[config.mk]
export PLATFORM = sky130hd
export DESIGN_NAME = mem_bus_arbiter_flat
export DESIGN_NICKNAME = d
export VERILOG_FILES = /design/src/rtl/mem_bus_arbiter_if.sv /design/src/rtl/mem_bus_arbiter.sv /design/src/flat_wrapper.sv
export SDC_FILE = /design/constraint.sdc
export NUM_CORES = 1
export LEC_CHECK = 0
export BUFFER_PORTS_ARGS = -buffer_cell sky130_fd_sc_hd__buf_4
export CAP_MARGIN = 20
export CORE_MARGIN = 2
export CORE_UTILIZATION = 48
export CTS_CLUSTER_DIAMETER = 150
export DETAILED_ROUTE_END_ITERATION = 10
export PLACE_DENSITY = 0.8
export SLEW_MARGIN = 20
export SYNTH_ARGS = -nofsm -noshare
export SYNTH_HDL_FRONTEND = slang
export SYNTH_SLANG_ARGS = --single-unit
[constraint.sdc]
create_clock -name clk -period 2 [get_ports clk]
set_clock_uncertainty 0.15 [all_clocks]
set_input_delay 0.2 -clock clk [delete_from_list [all_inputs] [get_ports clk]]
set_output_delay 0.2 -clock clk [all_outputs]
set_load 0.02 [all_outputs]
[src/rtl/mem_bus_arbiter_if.sv]
// ============================================================================
// Module      : mem_bus_arbiter_if
// Description : Bundle of the requester handshakes (instruction fetch and
//               data access) and the board SRAM pins served by
//               mem_bus_arbiter.
//   slave  modport : arbiter side (samples requests and ram_din, drives
//                    ready/data and the SRAM control/address/data pins)
//   master modport : environment side (CPU requesters plus SRAM)
// Revision    : 1.0 - initial release
// ============================================================================
`default_nettype none

interface mem_bus_arbiter_if #(
    parameter int ADDR_W = 16,
    parameter int DATA_W = 16
);
    // Instruction fetch requester
    logic              if_req;
    logic [ADDR_W-1:0] if_addr;
    logic              if_ready;
    logic [DATA_W-1:0] if_data;

    // Data access requester
    logic              mem_re;
    logic              mem_we;
    logic [ADDR_W-1:0] mem_addr;
    logic [DATA_W-1:0] mem_wdata;
    logic              mem_ready;
    logic [DATA_W-1:0] mem_rdata;

    // Board SRAM
    logic [ADDR_W-1:0] ram_addr;
    logic [DATA_W-1:0] ram_dout;
    logic              ram_dout_en;
    logic [DATA_W-1:0] ram_din;
    logic              ram_ce_n;
    logic              ram_oe_n;
    logic              ram_we_n;

    modport slave (
        input  if_req, if_addr, mem_re, mem_we, mem_addr, mem_wdata, ram_din,
        output if_ready, if_data, mem_ready, mem_rdata,
               ram_addr, ram_dout, ram_dout_en, ram_ce_n, ram_oe_n, ram_we_n
    );

    modport master (
        output if_req, if_addr, mem_re, mem_we, mem_addr, mem_wdata, ram_din,
        input  if_ready, if_data, mem_ready, mem_rdata,
               ram_addr, ram_dout, ram_dout_en, ram_ce_n, ram_oe_n, ram_we_n
    );
endinterface

`default_nettype wire

[src/rtl/mem_bus_arbiter.sv]
// ============================================================================
// Module      : mem_bus_arbiter
// Description : Shares one single-port asynchronous SRAM between the CPU's
//               instruction fetch (IF) and data access (MEM) ports and
//               sequences the SRAM CE/OE/WE timing. Every output is a flop.
//   clk  : system clock, rising edge
//   rst  : asynchronous reset, active low
//   bus  : mem_bus_arbiter_if.slave
//            if_req/if_addr        -> if_ready pulse + if_data
//            mem_re/mem_we/...     -> mem_ready pulse + mem_rdata
//            ram_addr/ram_dout/ram_dout_en/ram_ce_n/ram_oe_n/ram_we_n out,
//            ram_din in
//   Read  : IDLE -> RD -> IDLE(ready)              (2 cycles)
//   Write : IDLE -> WR1 -> WR2 -> WR3 -> IDLE(ready) (4 cycles)
// Revision    : 1.0 - initial release
// ============================================================================
`default_nettype none

module mem_bus_arbiter #(
    parameter int ADDR_W       = 16,
    parameter int DATA_W       = 16,
    parameter int STARVE_LIMIT = 4
) (
    input  logic                clk,
    input  logic                rst,
    mem_bus_arbiter_if.slave    bus
);

    localparam int CNT_W = $clog2(STARVE_LIMIT + 1);
    localparam logic [CNT_W-1:0] STREAK_MAX = CNT_W'(STARVE_LIMIT);

    typedef enum logic [2:0] {
        ST_IDLE = 3'd0,
        ST_RD   = 3'd1,
        ST_WR1  = 3'd2,
        ST_WR2  = 3'd3,
        ST_WR3  = 3'd4
    } state_t;

    state_t            state_q,       state_d;
    logic              sel_mem_q,     sel_mem_d;     // owner of the read in flight
    logic [CNT_W-1:0]  streak_q,      streak_d;      // MEM grants while IF waits
    logic [ADDR_W-1:0] ram_addr_q,    ram_addr_d;
    logic [DATA_W-1:0] ram_dout_q,    ram_dout_d;
    logic              ram_dout_en_q, ram_dout_en_d;
    logic              ram_ce_n_q,    ram_ce_n_d;
    logic              ram_oe_n_q,    ram_oe_n_d;
    logic              ram_we_n_q,    ram_we_n_d;
    logic              if_ready_q,    if_ready_d;
    logic [DATA_W-1:0] if_data_q,     if_data_d;
    logic              mem_ready_q,   mem_ready_d;
    logic [DATA_W-1:0] mem_rdata_q,   mem_rdata_d;

    logic w_mem_want;
    logic w_if_win;

    assign w_mem_want = bus.mem_re | bus.mem_we;
    // IF wins when MEM is quiet, or when it has been passed over too often.
    assign w_if_win   = bus.if_req & (~w_mem_want | (streak_q == STREAK_MAX));

    // The *_d values are what the pins/registers show in the NEXT cycle,
    // so each transition below sets up the control levels of the state it
    // enters.
    always_comb begin
        state_d       = state_q;
        sel_mem_d     = sel_mem_q;
        streak_d      = streak_q;
        ram_addr_d    = ram_addr_q;
        ram_dout_d    = ram_dout_q;
        ram_dout_en_d = ram_dout_en_q;
        ram_ce_n_d    = ram_ce_n_q;
        ram_oe_n_d    = ram_oe_n_q;
        ram_we_n_d    = ram_we_n_q;
        if_ready_d    = 1'b0;
        if_data_d     = if_data_q;
        mem_ready_d   = 1'b0;
        mem_rdata_d   = mem_rdata_q;

        if (!bus.if_req) begin
            streak_d = '0;
        end

        case (state_q)
            ST_IDLE: begin
                ram_ce_n_d    = 1'b1;
                ram_oe_n_d    = 1'b1;
                ram_we_n_d    = 1'b1;
                ram_dout_en_d = 1'b0;
                if (w_if_win) begin
                    streak_d   = '0;
                    sel_mem_d  = 1'b0;
                    ram_addr_d = bus.if_addr;
                    ram_ce_n_d = 1'b0;
                    ram_oe_n_d = 1'b0;
                    state_d    = ST_RD;
                end else if (w_mem_want) begin
                    sel_mem_d  = 1'b1;
                    ram_addr_d = bus.mem_addr;
                    ram_ce_n_d = 1'b0;
                    // IF cannot be at the limit here, otherwise it would have won.
                    if (bus.if_req) begin
                        streak_d = streak_q + 1'b1;
                    end
                    if (bus.mem_we) begin
                        ram_dout_d    = bus.mem_wdata;
                        ram_dout_en_d = 1'b1;
                        state_d       = ST_WR1;
                    end else begin
                        ram_oe_n_d = 1'b0;
                        state_d    = ST_RD;
                    end
                end
            end

            ST_RD: begin
                ram_ce_n_d = 1'b1;
                ram_oe_n_d = 1'b1;
                state_d    = ST_IDLE;
                if (sel_mem_q) begin
                    mem_rdata_d = bus.ram_din;
                    mem_ready_d = 1'b1;
                end else begin
                    if_data_d  = bus.ram_din;
                    if_ready_d = 1'b1;
                end
            end

            ST_WR1: begin
                ram_we_n_d = 1'b0;
                state_d    = ST_WR2;
            end

            ST_WR2: begin
                // Address/data stay driven one more cycle after WE rises.
                ram_we_n_d = 1'b1;
                state_d    = ST_WR3;
            end

            ST_WR3: begin
                ram_ce_n_d    = 1'b1;
                ram_dout_en_d = 1'b0;
                mem_ready_d   = 1'b1;
                state_d       = ST_IDLE;
            end

            default: begin
                ram_ce_n_d    = 1'b1;
                ram_oe_n_d    = 1'b1;
                ram_we_n_d    = 1'b1;
                ram_dout_en_d = 1'b0;
                state_d       = ST_IDLE;
            end
        endcase
    end

    always_ff @(posedge clk or negedge rst) begin
        if (!rst) begin
            state_q       <= ST_IDLE;
            sel_mem_q     <= 1'b0;
            streak_q      <= '0;
            ram_addr_q    <= '0;
            ram_dout_q    <= '0;
            ram_dout_en_q <= 1'b0;
            ram_ce_n_q    <= 1'b1;
            ram_oe_n_q    <= 1'b1;
            ram_we_n_q    <= 1'b1;
            if_ready_q    <= 1'b0;
            if_data_q     <= '0;
            mem_ready_q   <= 1'b0;
            mem_rdata_q   <= '0;
        end else begin
            state_q       <= state_d;
            sel_mem_q     <= sel_mem_d;
            streak_q      <= streak_d;
            ram_addr_q    <= ram_addr_d;
            ram_dout_q    <= ram_dout_d;
            ram_dout_en_q <= ram_dout_en_d;
            ram_ce_n_q    <= ram_ce_n_d;
            ram_oe_n_q    <= ram_oe_n_d;
            ram_we_n_q    <= ram_we_n_d;
            if_ready_q    <= if_ready_d;
            if_data_q     <= if_data_d;
            mem_ready_q   <= mem_ready_d;
            mem_rdata_q   <= mem_rdata_d;
        end
    end

    assign bus.ram_addr    = ram_addr_q;
    assign bus.ram_dout    = ram_dout_q;
    assign bus.ram_dout_en = ram_dout_en_q;
    assign bus.ram_ce_n    = ram_ce_n_q;
    assign bus.ram_oe_n    = ram_oe_n_q;
    assign bus.ram_we_n    = ram_we_n_q;
    assign bus.if_ready    = if_ready_q;
    assign bus.if_data     = if_data_q;
    assign bus.mem_ready   = mem_ready_q;
    assign bus.mem_rdata   = mem_rdata_q;

endmodule

`default_nettype wire

[src/flat_wrapper.sv]
// flat-port wrapper written by rule: the top's interface ports become plain ports
module mem_bus_arbiter_flat 
#(
    parameter int ADDR_W       = 16,
    parameter int DATA_W       = 16,
    parameter int STARVE_LIMIT = 4
)
  (clk, rst, bus_if_req, bus_if_addr, bus_mem_re, bus_mem_we, bus_mem_addr, bus_mem_wdata, bus_ram_din, bus_if_ready, bus_if_data, bus_mem_ready, bus_mem_rdata, bus_ram_addr, bus_ram_dout, bus_ram_dout_en, bus_ram_ce_n, bus_ram_oe_n, bus_ram_we_n);
  mem_bus_arbiter_if #(.ADDR_W(ADDR_W), .DATA_W(DATA_W)) bus_i ();
  input  logic clk;
  input  logic rst;
  input wire logic [$bits(bus_i.if_req)-1:0] bus_if_req;
  input wire logic [$bits(bus_i.if_addr)-1:0] bus_if_addr;
  input wire logic [$bits(bus_i.mem_re)-1:0] bus_mem_re;
  input wire logic [$bits(bus_i.mem_we)-1:0] bus_mem_we;
  input wire logic [$bits(bus_i.mem_addr)-1:0] bus_mem_addr;
  input wire logic [$bits(bus_i.mem_wdata)-1:0] bus_mem_wdata;
  input wire logic [$bits(bus_i.ram_din)-1:0] bus_ram_din;
  output wire logic [$bits(bus_i.if_ready)-1:0] bus_if_ready;
  output wire logic [$bits(bus_i.if_data)-1:0] bus_if_data;
  output wire logic [$bits(bus_i.mem_ready)-1:0] bus_mem_ready;
  output wire logic [$bits(bus_i.mem_rdata)-1:0] bus_mem_rdata;
  output wire logic [$bits(bus_i.ram_addr)-1:0] bus_ram_addr;
  output wire logic [$bits(bus_i.ram_dout)-1:0] bus_ram_dout;
  output wire logic [$bits(bus_i.ram_dout_en)-1:0] bus_ram_dout_en;
  output wire logic [$bits(bus_i.ram_ce_n)-1:0] bus_ram_ce_n;
  output wire logic [$bits(bus_i.ram_oe_n)-1:0] bus_ram_oe_n;
  output wire logic [$bits(bus_i.ram_we_n)-1:0] bus_ram_we_n;
  assign bus_i.if_req = bus_if_req;
  assign bus_i.if_addr = bus_if_addr;
  assign bus_i.mem_re = bus_mem_re;
  assign bus_i.mem_we = bus_mem_we;
  assign bus_i.mem_addr = bus_mem_addr;
  assign bus_i.mem_wdata = bus_mem_wdata;
  assign bus_i.ram_din = bus_ram_din;
  assign bus_if_ready = bus_i.if_ready;
  assign bus_if_data = bus_i.if_data;
  assign bus_mem_ready = bus_i.mem_ready;
  assign bus_mem_rdata = bus_i.mem_rdata;
  assign bus_ram_addr = bus_i.ram_addr;
  assign bus_ram_dout = bus_i.ram_dout;
  assign bus_ram_dout_en = bus_i.ram_dout_en;
  assign bus_ram_ce_n = bus_i.ram_ce_n;
  assign bus_ram_oe_n = bus_i.ram_oe_n;
  assign bus_ram_we_n = bus_i.ram_we_n;
  mem_bus_arbiter #(.ADDR_W(ADDR_W), .DATA_W(DATA_W), .STARVE_LIMIT(STARVE_LIMIT)) u_core (.clk(clk), .rst(rst), .bus(bus_i));
endmodule
## After elaboration in Yosys (flattened, before gate mapping)

Index checks and enable logic that the tools add are counted.

| cells by class | value |
|---|---|
| $add $sub $neg | 1 |
| shifts and indexed selects | 0 |
| multipliers | 0 |
| $lt $le $gt $ge | 0 |
| eq/ne operators | 6 |
| reduce and logical (&&, ||, !) cells | 10 |
| multiplexer cells | 28 |
| bitwise gates (word level) | 6 |
| divide/modulo/power cells | 0 |

Operators by type and width:

| cell | number |
|---|---|
| 16-bit two-way mux | 2 |
| 3-bit two-way mux | 7 |
| 1-bit two-way mux | 12 |
| 1-bit case mux with 2 select lines | 5 |
| 3-bit case mux with 3 select lines | 1 |
| 3-bit by 2-bit == test with 1-bit output (second input constant) | 2 |
| 3-bit == test (second input constant) | 2 |
| 2-bit AND reduction | 3 |
| 3-bit OR reduction | 2 |
| 4-bit AND reduction | 1 |
| 2-bit OR reduction | 2 |
| 3-bit by 1-bit adder with 3-bit output (second input constant) | 1 |
| 3-bit by 1-bit == test with 1-bit output (second input constant) | 1 |
| 3-bit zero test | 1 |
| 3-bit by 1-bit != test with 1-bit output (second input constant) | 1 |
| 1-bit NOT | 3 |
| 2-bit two-way mux | 1 |
| 1-bit OR | 2 |
| 2-bit nonzero test | 1 |
| 1-bit AND | 1 |

| storage, ports and cells | value |
|---|---|
| logic and storage cells | 64 |
| RAM bits | 0 |
| bits in read-only memories | 0 |
| bits in latches | 0 |
| input bits | 69 |
| memories kept | 0 |
| output and inout bits | 70 |
| register bits after elaboration | 77 |

## Depth between registers and ports, before layout

Gate-level depths: netlist of the first run.

| depth | value |
|---|---|
| depth after elaboration | 6 |
| gate-level depth with buffers | 6 |
| depth with buffers taken out | 5 |

## Least setup slack after synthesis of the first run

Ideal clock, no wire load.

| path | value |
|---|---|
| path type | register to register |
| start | register u_core.state_q[2] |
| end | register u_core.mem_rdata_q[10], in the netlist u_core.bus.mem_rdata[10] |
| library setup time | 125 ps |
| setup slack | 234 ps |
| data required time | 1725 ps |
| clock period less this slack | 1766 ps |
| stages on the path, launching flop included | 6 |
| path buffers | 2 |
| data arrival time | 1491 ps |
| cells stage by stage | dfrtp_1 > buf_2 > nand3b_1 > nor2_2 > buf_4 > mux2_2 |

| between the ends | value |
|---|---|
| word-level cells in the longest chain between the ends | 2 |

Ends and longest elaborated chain:

| item | line | source |
|---|---|---|
| start: declaration | mem_bus_arbiter.sv:40 | `state_t state_q, state_d;` |
| start signal: assignment | mem_bus_arbiter.sv:172 | `state_q <= state_d;` |
| 3-bit by 1-bit == test with 1-bit output | mem_bus_arbiter.sv:83 | `case (state_q)` |
| 2-bit AND reduction (no source line) | -- |  |
| end signal: assignment | mem_bus_arbiter.sv:184 | `mem_rdata_q <= mem_rdata_d;` |
| end: declaration | mem_bus_arbiter.sv:52 | `logic [DATA_W-1:0] mem_rdata_q, mem_rdata_d;` |

No other way between the ends.
A chain may end at the register's enable or synchronous reset.

## Worst setup path in the final report of the first run

| path | value |
|---|---|
| start | register u_core.state_q[1] |
| end | register u_core.ram_addr_q[2], in the netlist u_core.bus.ram_addr[2] |

| between the ends | value |
|---|---|
| word-level cells in the longest chain between the ends | 2 |

Ends and longest elaborated chain:

| item | line | source |
|---|---|---|
| 3-bit zero test | mem_bus_arbiter.sv:83 |  |
| 2-bit AND reduction (no source line) | -- |  |
| end signal: assignment | mem_bus_arbiter.sv:175 | `ram_addr_q <= ram_addr_d;` |
| end: declaration | mem_bus_arbiter.sv:43 | `logic [ADDR_W-1:0] ram_addr_q, ram_addr_d;` |

No other way between the ends.

==> flow_summary.toml, run 1 <==
[sta]
hold_violations = 0
fin_crit_ps = 1880
rsz0062_at_grt = "no"
fin_crit_sh_pct = 93.8
hold_ws_ps = 23.4
fmax_mhz = 533
setup-tns-final_ps = 0
final-setup-viol-count = 0
drv_slew = 0
timing.final.ws_setup_ps = 124
relSlewSlack_pct = 43.2
worst_pin_slew_ps = 847

[synth]
synthAdderAreaFrac_pct = 0.757
avgSynthCellArea_sq_um = 12.7
netlist_area_sq_mm = 0.00330
synth_nets = 331
synth_warnings = 0
ys_ff_latch = 77
synth-xor-area-share_pct = 0
yosys.area.top_type = "dfrtp_1"
synth_compound_area_share_pct = 12.5
ys_types = 34
netlist_instances = 260
synth_mux_area_share_pct = 17.5
yosys-top-cells-area = "dfrtp_1, mux2_2, mux2_4"
synth_top_family_by_area = "multiplexers"
synth_top_area_share_pct = 56.0
synth-simple-area-share_pct = 7.31
ys_seq_area_share_pct = 58.4

[hold_path]
min-delay-start = "bus_if_addr[5]"
hold_path.class = "in -> reg"
worstHoldPathCells = 3
hold_end = "u_core.bus.ram_addr[5]"

[critical_path]
rr_worst_depth = 3
worstPathMaxFanout = 18
endpoint_kind = "flip-flop"
cp.required_ps = 2040
r2r_start = "u_core.state_q[1]"
critPathLaunchType = "flip-flop"
reg2reg_to = "u_core.bus.ram_addr[2]"
rrSetupSlack_ps = 120
crit_arrival_ps = 1910
crit_type = "reg -> reg"

[routing]
wl_per_cell_um = 17.7
drtIter0Drc = 105
firstDrtPassIters = 4
drc = 0
ant_nets = 0
totalWireLength_um = 9700
vias = 2998
via_per_inst = 5.46

[layout]
drive_above_1_share_pct = 47.0
final_cell_area_sq_mm = 0.00527
mostFrequentLayoutCells = "buf_4, dfrtp_1, dlygate4sd3_1, mux2_2, a21oi_1"
areaGrowthSynthToFinish_pct = 59.3
nets = 534
layout_commonest_cell = "buf_4"
layoutNonFillerInstCount = 549
utilization_pct = 78.4

[clock_network]
cts_buffers = 9
cts_setup_buffers = 0
cts.sinks = 77
root_buffer = "clkbuf_8"
cts_buffer_depth = 2
cts_tree = "yes"
clock_latency_ps = 350
cts_max_level = 3
clk_pin_slew_ps = 80

[global_routing]
grt_overflow_total = 0
first_global_vias = 3117
grt_max_degree = 78
grt_use_total_pct = 26.7
antenna_found_initial = 1
grt_pass1_wl_um = 15300

[floorplanning]
core_sq_mm = 0.00672
fp-row-count = 30
die_w_um = 87.0
die-area_sq_mm = 0.00756
io_pins = 139
die_y_um = 87.0
start_util_pct = 49.2

[place]
place_ws_ps = 156
gp_congestion = 0.854
dpl.cell_count = 469
dp_hpwl_um = 5730
placed_cell_area_sq_mm = 0.00445
port_buffers = 138

[power]
p_per_area_mw_per_mm2 = 1510
p_total_mw = 7.95
max-vdd-ir-drop_mv = 0.905
p_leak_nw = 2.41

[job]
max_cap_violations = 0

[outcome]
status = "finished, final reports clean"
-- area by class of cell --
type | count | area, sq um
clock inverters | 7 | 58.8
clock buffers | 9 | 124
fillers | 434 | 1450
well taps | 80 | 100
flip-flops and latches | 77 | 1930
multi-input cells | 160 | 1260
inverters | 5 | 18.8
diodes | 1 | 2.50
repair buffers | 210 | 1770
-- cell families (layout without fill, tap and decap cells) --
logic type / after synthesis / count (layout)
multiplexers: 48 / 48
AO/OA/AOI/OAI: 69 / 69
AND/OR/NAND/NOR: 41 / 41
buffers and inverters: 23 / 231
adder cells (fa/ha/maj): 2 / 2
flip-flops: 77 / 77
other: 0 / 1
-- state kept, by name, indices dropped and copies added (netlist names) --
| signal | count |
|---|---|
| u_core.state_q | 3 |
| u_core.bus.ram_dout_en | 1 |
| u_core.streak_q | 3 |
| u_core.bus.if_data | 16 |
| u_core.bus.mem_rdata | 16 |
| u_core.bus.ram_oe_n | 1 |
| u_core.bus.ram_we_n | 1 |
| u_core.bus.ram_ce_n | 1 |
| u_core.sel_mem_q | 1 |
| u_core.bus.ram_addr | 16 |
| u_core.bus.if_ready | 1 |
| u_core.bus.ram_dout | 16 |
| u_core.bus.mem_ready | 1 |
-- layer usage --
| metal | routed length [um] | share of wire, % | up-vias | GRT usage (%) |
|---|---|---|---|---|
| met5 | 0 | 0 | - | 0 |
| met1 | 3540 | 37 | 1441 | 30.0 |
| li1 | - | - | 1355 | - |
| met2 | 5080 | 52 | 160 | 47.1 |
| met3 | 585 | 6.0 | 42 | 3.70 |
| met4 | 490 | 5.1 | 0 | 17.0 |
-- power by group --
group / switching, mW / internal, mW / total (mW)
clock network: 0.618 / 0.465 / 1.08
logic: 2.08 / 1.98 / 4.06
registers: 0.487 / 2.33 / 2.82
-- worst max-delay path, stage by stage, from the launching register on --
cell     delay [ps]
dfrtp_1         480
or3_1           460
a21oi_4         450
a31oi_1         180
-- worst max path at each step --
stage	from	to	slack, ps	cells after the start
after floorplan	u_core.state_q[2]	u_core.bus.mem_rdata[10]	230	5
after global placement	u_core.streak_q[0]	u_core.bus.ram_dout[15]	220	5
after detailed placement	u_core.streak_q[0]	u_core.bus.ram_dout[3]	160	5
after CTS	u_core.streak_q[0]	u_core.bus.ram_dout[3]	150	5
after global routing	u_core.streak_q[0]	u_core.bus.ram_dout[15]	50	5
final	u_core.state_q[1]	u_core.bus.ram_addr[2]	120	3
-- Yosys cell counts (all sizes together) --
master / n
ha: 2
buf: 9
clkbuf: 9
nand3b: 1
a21boi: 1
nor3: 4
nand2: 4
o21ai: 18
nand3: 20
nand2b: 2
a211o: 2
mux2: 48
a21oi: 25
o2111ai: 1
inv: 5
nor2: 6
nor2b: 1
dfstp: 3
dfrtp: 74
or4: 1
a31oi: 18
a2bb2oi: 1
o2bb2ai: 1
or3: 2
a211oi: 1
o32a: 1
-- timing repair --
action                                 4_1_cts  5_1_grt
gates resized for setup                      0        0
hold buffers                                63        0
endpoints found under the hold margin      137        0
No activity file was read; power rests on OpenSTA's default activity.
==> run 2, diff against run 1 <==
--- a/config.mk
+++ b/config.mk
@@ -12,6 +12,7 @@
 export CTS_CLUSTER_DIAMETER = 150
 export DETAILED_ROUTE_END_ITERATION = 10
 export PLACE_DENSITY = 0.8
+export RECOVER_POWER = 100
 export SLEW_MARGIN = 20
 export SYNTH_ARGS = -nofsm -noshare
 export SYNTH_HDL_FRONTEND = slang
==> run 2 against run 1 <==
Effect of this change: design area shrank 6.7%; combinational power is 19% lower; worst hold slack better by 1.7 ps; core utilization decreased by 5.2 points; sequential share of layout area is 2.6 points higher; non-clock buffer count unchanged; critical endpoint is now u_core.bus.if_data[9]; highest routed layer unchanged.
==> flow_summary.toml, run 2 (same netlist as run 1, synthesis figures left out) <==
[outcome]
status = "finished, final reports clean"

[layout]
drive_above_1_share_pct = 29.1
layoutNonFillerInstCount = 549
register_area_sq_mm = 0.00193
nFillCells = 531
layout_commonest_cell = "dfrtp_1"
final_cell_area_sq_mm = 0.00491
utilization_pct = 73.1
nets = 534
areaGrowthSynthToFinish_pct = 48.7
multiInputGateArea_sq_mm = 0.00121
mostFrequentLayoutCells = "dfrtp_1, clkbuf_1, buf_4, dlygate4sd3_1, mux2_2"

[place]
gp_congestion = 0.854
dpl.cell_count = 469
placed_cell_area_sq_mm = 0.00445
dp_hpwl_um = 5730
port_buffers = 138
place_ws_ps = 156

[critical_path]
cp.required_ps = 2070
endpoint_kind = "flip-flop"
rr_worst_depth = 4
r2r_start = "u_core.state_q[1]"
worstPathMaxFanout = 17
critPathMaxStageDelay_ps = 480
reg2reg_to = "u_core.bus.if_data[9]"
crit_type = "reg -> reg"
rrSetupSlack_ps = 110
critPathLaunchType = "flip-flop"
path_cells = "clkbuf_1 > nor3_1 > buf_12 > mux2_2"
worst_path_max_delay_cell = "dfrtp_1"
crit_arrival_ps = 1960

[hold_path]
hold_end = "u_core.bus.ram_addr[5]"
worstHoldPathCells = 3
hold_path.class = "in -> reg"
min-delay-start = "bus_mem_addr[5]"

[sta]
timing.final.ws_setup_ps = 114
hold_ws_ps = 25.1
drv_slew = 0
worst_pin_slew_ps = 1020
setup-tns-final_ps = 0
rsz0062_at_grt = "no"
final-setup-viol-count = 0
fin_crit_ps = 1890
hold_violations = 0
relSlewSlack_pct = 31.8
fmax_mhz = 530
fin_crit_sh_pct = 94.3

[routing]
drc = 0
ant_nets = 0
via_per_inst = 5.43
firstDrtPassIters = 4
drtIter0Drc = 100
wl_per_cell_um = 17.7
vias = 2983
totalWireLength_um = 9700

[global_routing]
globalRouteMet2Util_pct = 47.1
grt_use_met1_pct = 30.0
grt_busiest_layer = "met2"
gr-usage-met3_pct = 3.70
grt_pass1_wl_um = 15300
grt_use_total_pct = 26.7
first_global_vias = 3117
grt_overflow_total = 0
grt_max_degree = 78
antenna_found_initial = 1

[clock_network]
cts.sinks = 77
cts_setup_buffers = 0
clk_pin_slew_ps = 80
cts_buffer_depth = 2
cts_max_level = 3
cts_tree = "yes"
cts_buffers = 9
clock_latency_ps = 350
root_buffer = "clkbuf_8"

[floorplanning]
fp-row-count = 30
core_sq_mm = 0.00672
io_pins = 139
start_util_pct = 49.2
die-area_sq_mm = 0.00756
die_w_um = 87.0
die_y_um = 87.0

[power]
max-vdd-ir-drop_mv = 0.865
p_per_area_mw_per_mm2 = 1460
p_leak_nw = 2.08
p_total_mw = 7.16

[job]
max_cap_violations = 0
[run 2: repair_timing]
action                     4_1_cts  5_1_grt
setup endpoints to repair        0        0
hold buffers                    63        0
resized for setup                0        0
hold endpoints to repair       137        0
[run 2: layout make-up]
class                      instances  area share (%)
antenna                            1          0.0509
clock buffer                       9            2.52
clock inverter                     7            1.20
inverter                           5           0.382
multi-input combinational        160            24.6
sequential                        77            39.3
tap                               80            2.04
timing repair buffer             210            30.0
[run 2: worst max path at each step]
| stage | start | endpoint | depth (start not counted) |
|---|---|---|---|
| global route | u_core.state_q[1] | u_core.bus.if_data[9] | 4 |
| detailed placement | u_core.streak_q[0] | u_core.bus.ram_dout[3] | 5 |
| CTS | u_core.streak_q[0] | u_core.bus.ram_dout[3] | 5 |
| global placement | u_core.streak_q[0] | u_core.bus.ram_dout[15] | 5 |
| finish | u_core.state_q[1] | u_core.bus.if_data[9] | 4 |
| floorplan | u_core.state_q[2] | u_core.bus.mem_rdata[10] | 5 |
[run 2: critical path: cells and delay by family, from the launching register on]
family,cells,cell delay (ps)
buffers and inverters,2,410
AND/OR/NAND/NOR,1,360
flip-flops,1,480
multiplexers,1,360
[run 2: power by group]
group          total [mW]  internal (mW)  switching, mW
clock network        1.07          0.464          0.610
registers            2.79           2.32          0.462
logic                3.30           1.25           2.05
[run 2: per-layer routing]
metal  vias to the layer above  wire [um]
met4                         0        546
met1                      1438       3680
met5                         -          0
li1                       1358          -
met3                        44        485
met2                       143       4980
==> run 3, diff against run 2 <==
--- a/config.mk
+++ b/config.mk
@@ -5,8 +5,9 @@
 export SDC_FILE = /design/constraint.sdc
 export NUM_CORES = 1
 export LEC_CHECK = 0
+export ABC_AREA = 1
 export BUFFER_PORTS_ARGS = -buffer_cell sky130_fd_sc_hd__buf_4
-export CAP_MARGIN = 20
+export CAP_MARGIN = 0
 export CORE_MARGIN = 2
 export CORE_UTILIZATION = 48
 export CTS_CLUSTER_DIAMETER = 150
==> run 3 against run 2 <==
Effect of this change: global-route usage decreased by 3.1 points; via count is 4.2% higher; fmax grew 6.0%; flip-flop and latch count unchanged; register-to-register slack improved by 110 ps; sequential share of layout area rose by 0.94 points; first-iteration DRC count is 9.0% lower; combinational power shrank 9.7%; cell count increased by 21%; critical path depth is 4 higher; die area grew 2.3%; clock power increased by 28%; largest cell class unchanged.
==> flow_summary.toml, run 3 <==
[layout]
areaGrowthSynthToFinish_pct = 41.8
drive_above_1_share_pct = 17.5
layout_commonest_cell = "inv_1"
final_cell_area_sq_mm = 0.00480
register_area_sq_mm = 0.00193
layoutNonFillerInstCount = 667
mostFrequentLayoutCells = "inv_1, dfrtp_1, buf_4, clkbuf_1, nand2_1"
nFillCells = 583
n_antenna_cell = 0
utilization_pct = 70.6
nets = 638
multiInputGateArea_sq_um = 998

[floorplanning]
fp-row-count = 30
io_pins = 139
die_w_um = 88.0
die-area_sq_mm = 0.00774
die_y_um = 88.0
core_sq_mm = 0.00679
start_util_pct = 49.8

[synth]
synth_warnings = 0
netlist_instances = 396
ys_seq_area_share_pct = 57.0
ys_types = 22
synth_flop_cell = "dfrtp_1"
synth_common_cells = "inv_1, dfrtp_1, nand2_1"
synth_nets = 467
post-synth-top-count-cell = "inv_1"
netlist_area_sq_mm = 0.00338
avgSynthCellArea_sq_um = 8.55
yosys-top-cells-area = "dfrtp_1, inv_1, nand2_1"
yosys.area.top_type = "dfrtp_1"
async_flop_share_pct = 100
synth_enable_flop_cells = 0
ys_ff_latch = 77
synth_top_area_share_pct = 54.7

[clock_network]
cts_buffer_depth = 2
cts.sinks = 77
clk_pin_slew_ps = 80
cts_resized = 0
hold_buffers = 33
clock_latency_ps = 330
cts_tree = "yes"
cts_max_level = 3
cts_buffers = 9
cts_setup_buffers = 0
root_buffer = "clkbuf_8"

[sta]
relSlewSlack_pct = 39.8
fmax_mhz = 562
setup-tns-final_ps = 0
rsz0062_at_grt = "no"
drv_slew = 0
fin_crit_ps = 1780
fin_crit_sh_pct = 89.0
timing.final.ws_setup_ps = 221
hold_violations = 0
final-setup-viol-count = 0
hold_ws_ps = 16.7
worst_pin_slew_ps = 903

[critical_path]
cp.required_ps = 2060
crit_type = "reg -> reg"
worst_path_max_delay_cell = "dfrtp_1"
critPathLaunchType = "flip-flop"
path_cells = "inv_1 > ha_1 > nand2_1 > o21ai_4 > nand2_2 > nand3_4 > nand2_1 > o21ai_0"
worstPathMaxFanout = 34
critPathMaxStageDelay_ps = 360
path_common_cell = "nand2_1"
crit_arrival_ps = 1840
endpoint_kind = "flip-flop"
crit_family = "simple AND/OR/NAND/NOR gates"
cp.buffers_inverters = 1

[global_routing]
grt_overflow_total = 0
grt_use_total_pct = 23.6
first_global_vias = 3014
grt_max_degree = 43
grt_pass1_wl_um = 14000
antenna_found_initial = 0

[place]
placed_cell_area_sq_mm = 0.00450
port_buffers = 138
place_ws_ps = 264
dp_hpwl_um = 5690
dpl.cell_count = 619
gp_congestion = 0.808

[job]
max_cap_violations = 0

[outcome]
status = "finished, final reports clean"

[routing]
drc = 0
drtIter0Drc = 91
vias = 3107
totalWireLength_um = 8850
via_per_inst = 4.66
ant_nets = 0
wl_per_cell_um = 13.3
firstDrtPassIters = 4

[power]
p_total_mw = 7.08
p_per_area_mw_per_mm2 = 1480
max-vdd-ir-drop_mv = 0.566
p_leak_nw = 2.47

[hold_path]
hold_path.class = "in -> reg"
run 3: kinds of logic (layout without fill, tap and decap cells):
group / Yosys count / in the layout / synth area share [%]
adders and majority gates: 2 / 2 / 0.739
DFF: 77 / 77 / 57.0
AOI/OAI and AO/OA: 78 / 78 / 12.2
buffers and inverters: 109 / 284 / 13.4
and+or+nand+nor: 130 / 130 / 16.6
run 3: worst reg2reg max path, stage by stage (launching register included):
cell     delay, ps
dfrtp_1        360
inv_1           80
ha_1           190
nand2_1        120
o21ai_4         80
nand2_2        140
nand3_4        290
nand2_1        170
o21ai_0         90
run 3: area by class of cell:
class                   instances  share of cell area, %
clock buffers                   9                   2.58
clock inverters                 6                   2.35
inverters                      92                   7.19
multi-input cells             210                   20.8
flip-flops and latches         77                   40.2
well taps                      96                   2.50
repair buffers                177                   24.3
run 3: per-layer routing:
layer | vias to the layer above | GRT usage [%] | routed length, um
met5 | - | 0 | 0
met4 | 0 | 7.27 | 132
met3 | 15 | 5.66 | 604
met2 | 121 | 40.7 | 4530
met1 | 1414 | 29.3 | 3580
li1 | 1557 | - | -
run 3: where the power goes:
group          internal [mW]  switching, mW
sequential              2.30          0.432
clock                  0.824          0.548
combinational          0.880           2.10
total                   4.01           3.08
run 3: worst paths after layout:
| path | slack, ps | cells after the start | to | start |
|---|---|---|---|---|
| max in group asynchronous | 550 | 3 | u_core.bus.ram_ce_n | rst |
| setup / recovery | 220 | 8 | u_core.bus.ram_dout[7] | u_core.streak_q[0] |
| min in group asynchronous | 360 | 2 | u_core.bus.if_data[10] | rst |
| hold reg to reg | 350 | 2 | u_core.bus.ram_dout[13] | u_core.bus.ram_dout[13] |
| hold / removal | 20 | 5 | u_core.bus.ram_addr[6] | bus_mem_addr[6] |
| setup reg to reg | 220 | 8 | u_core.bus.ram_dout[7] | u_core.streak_q[0] |
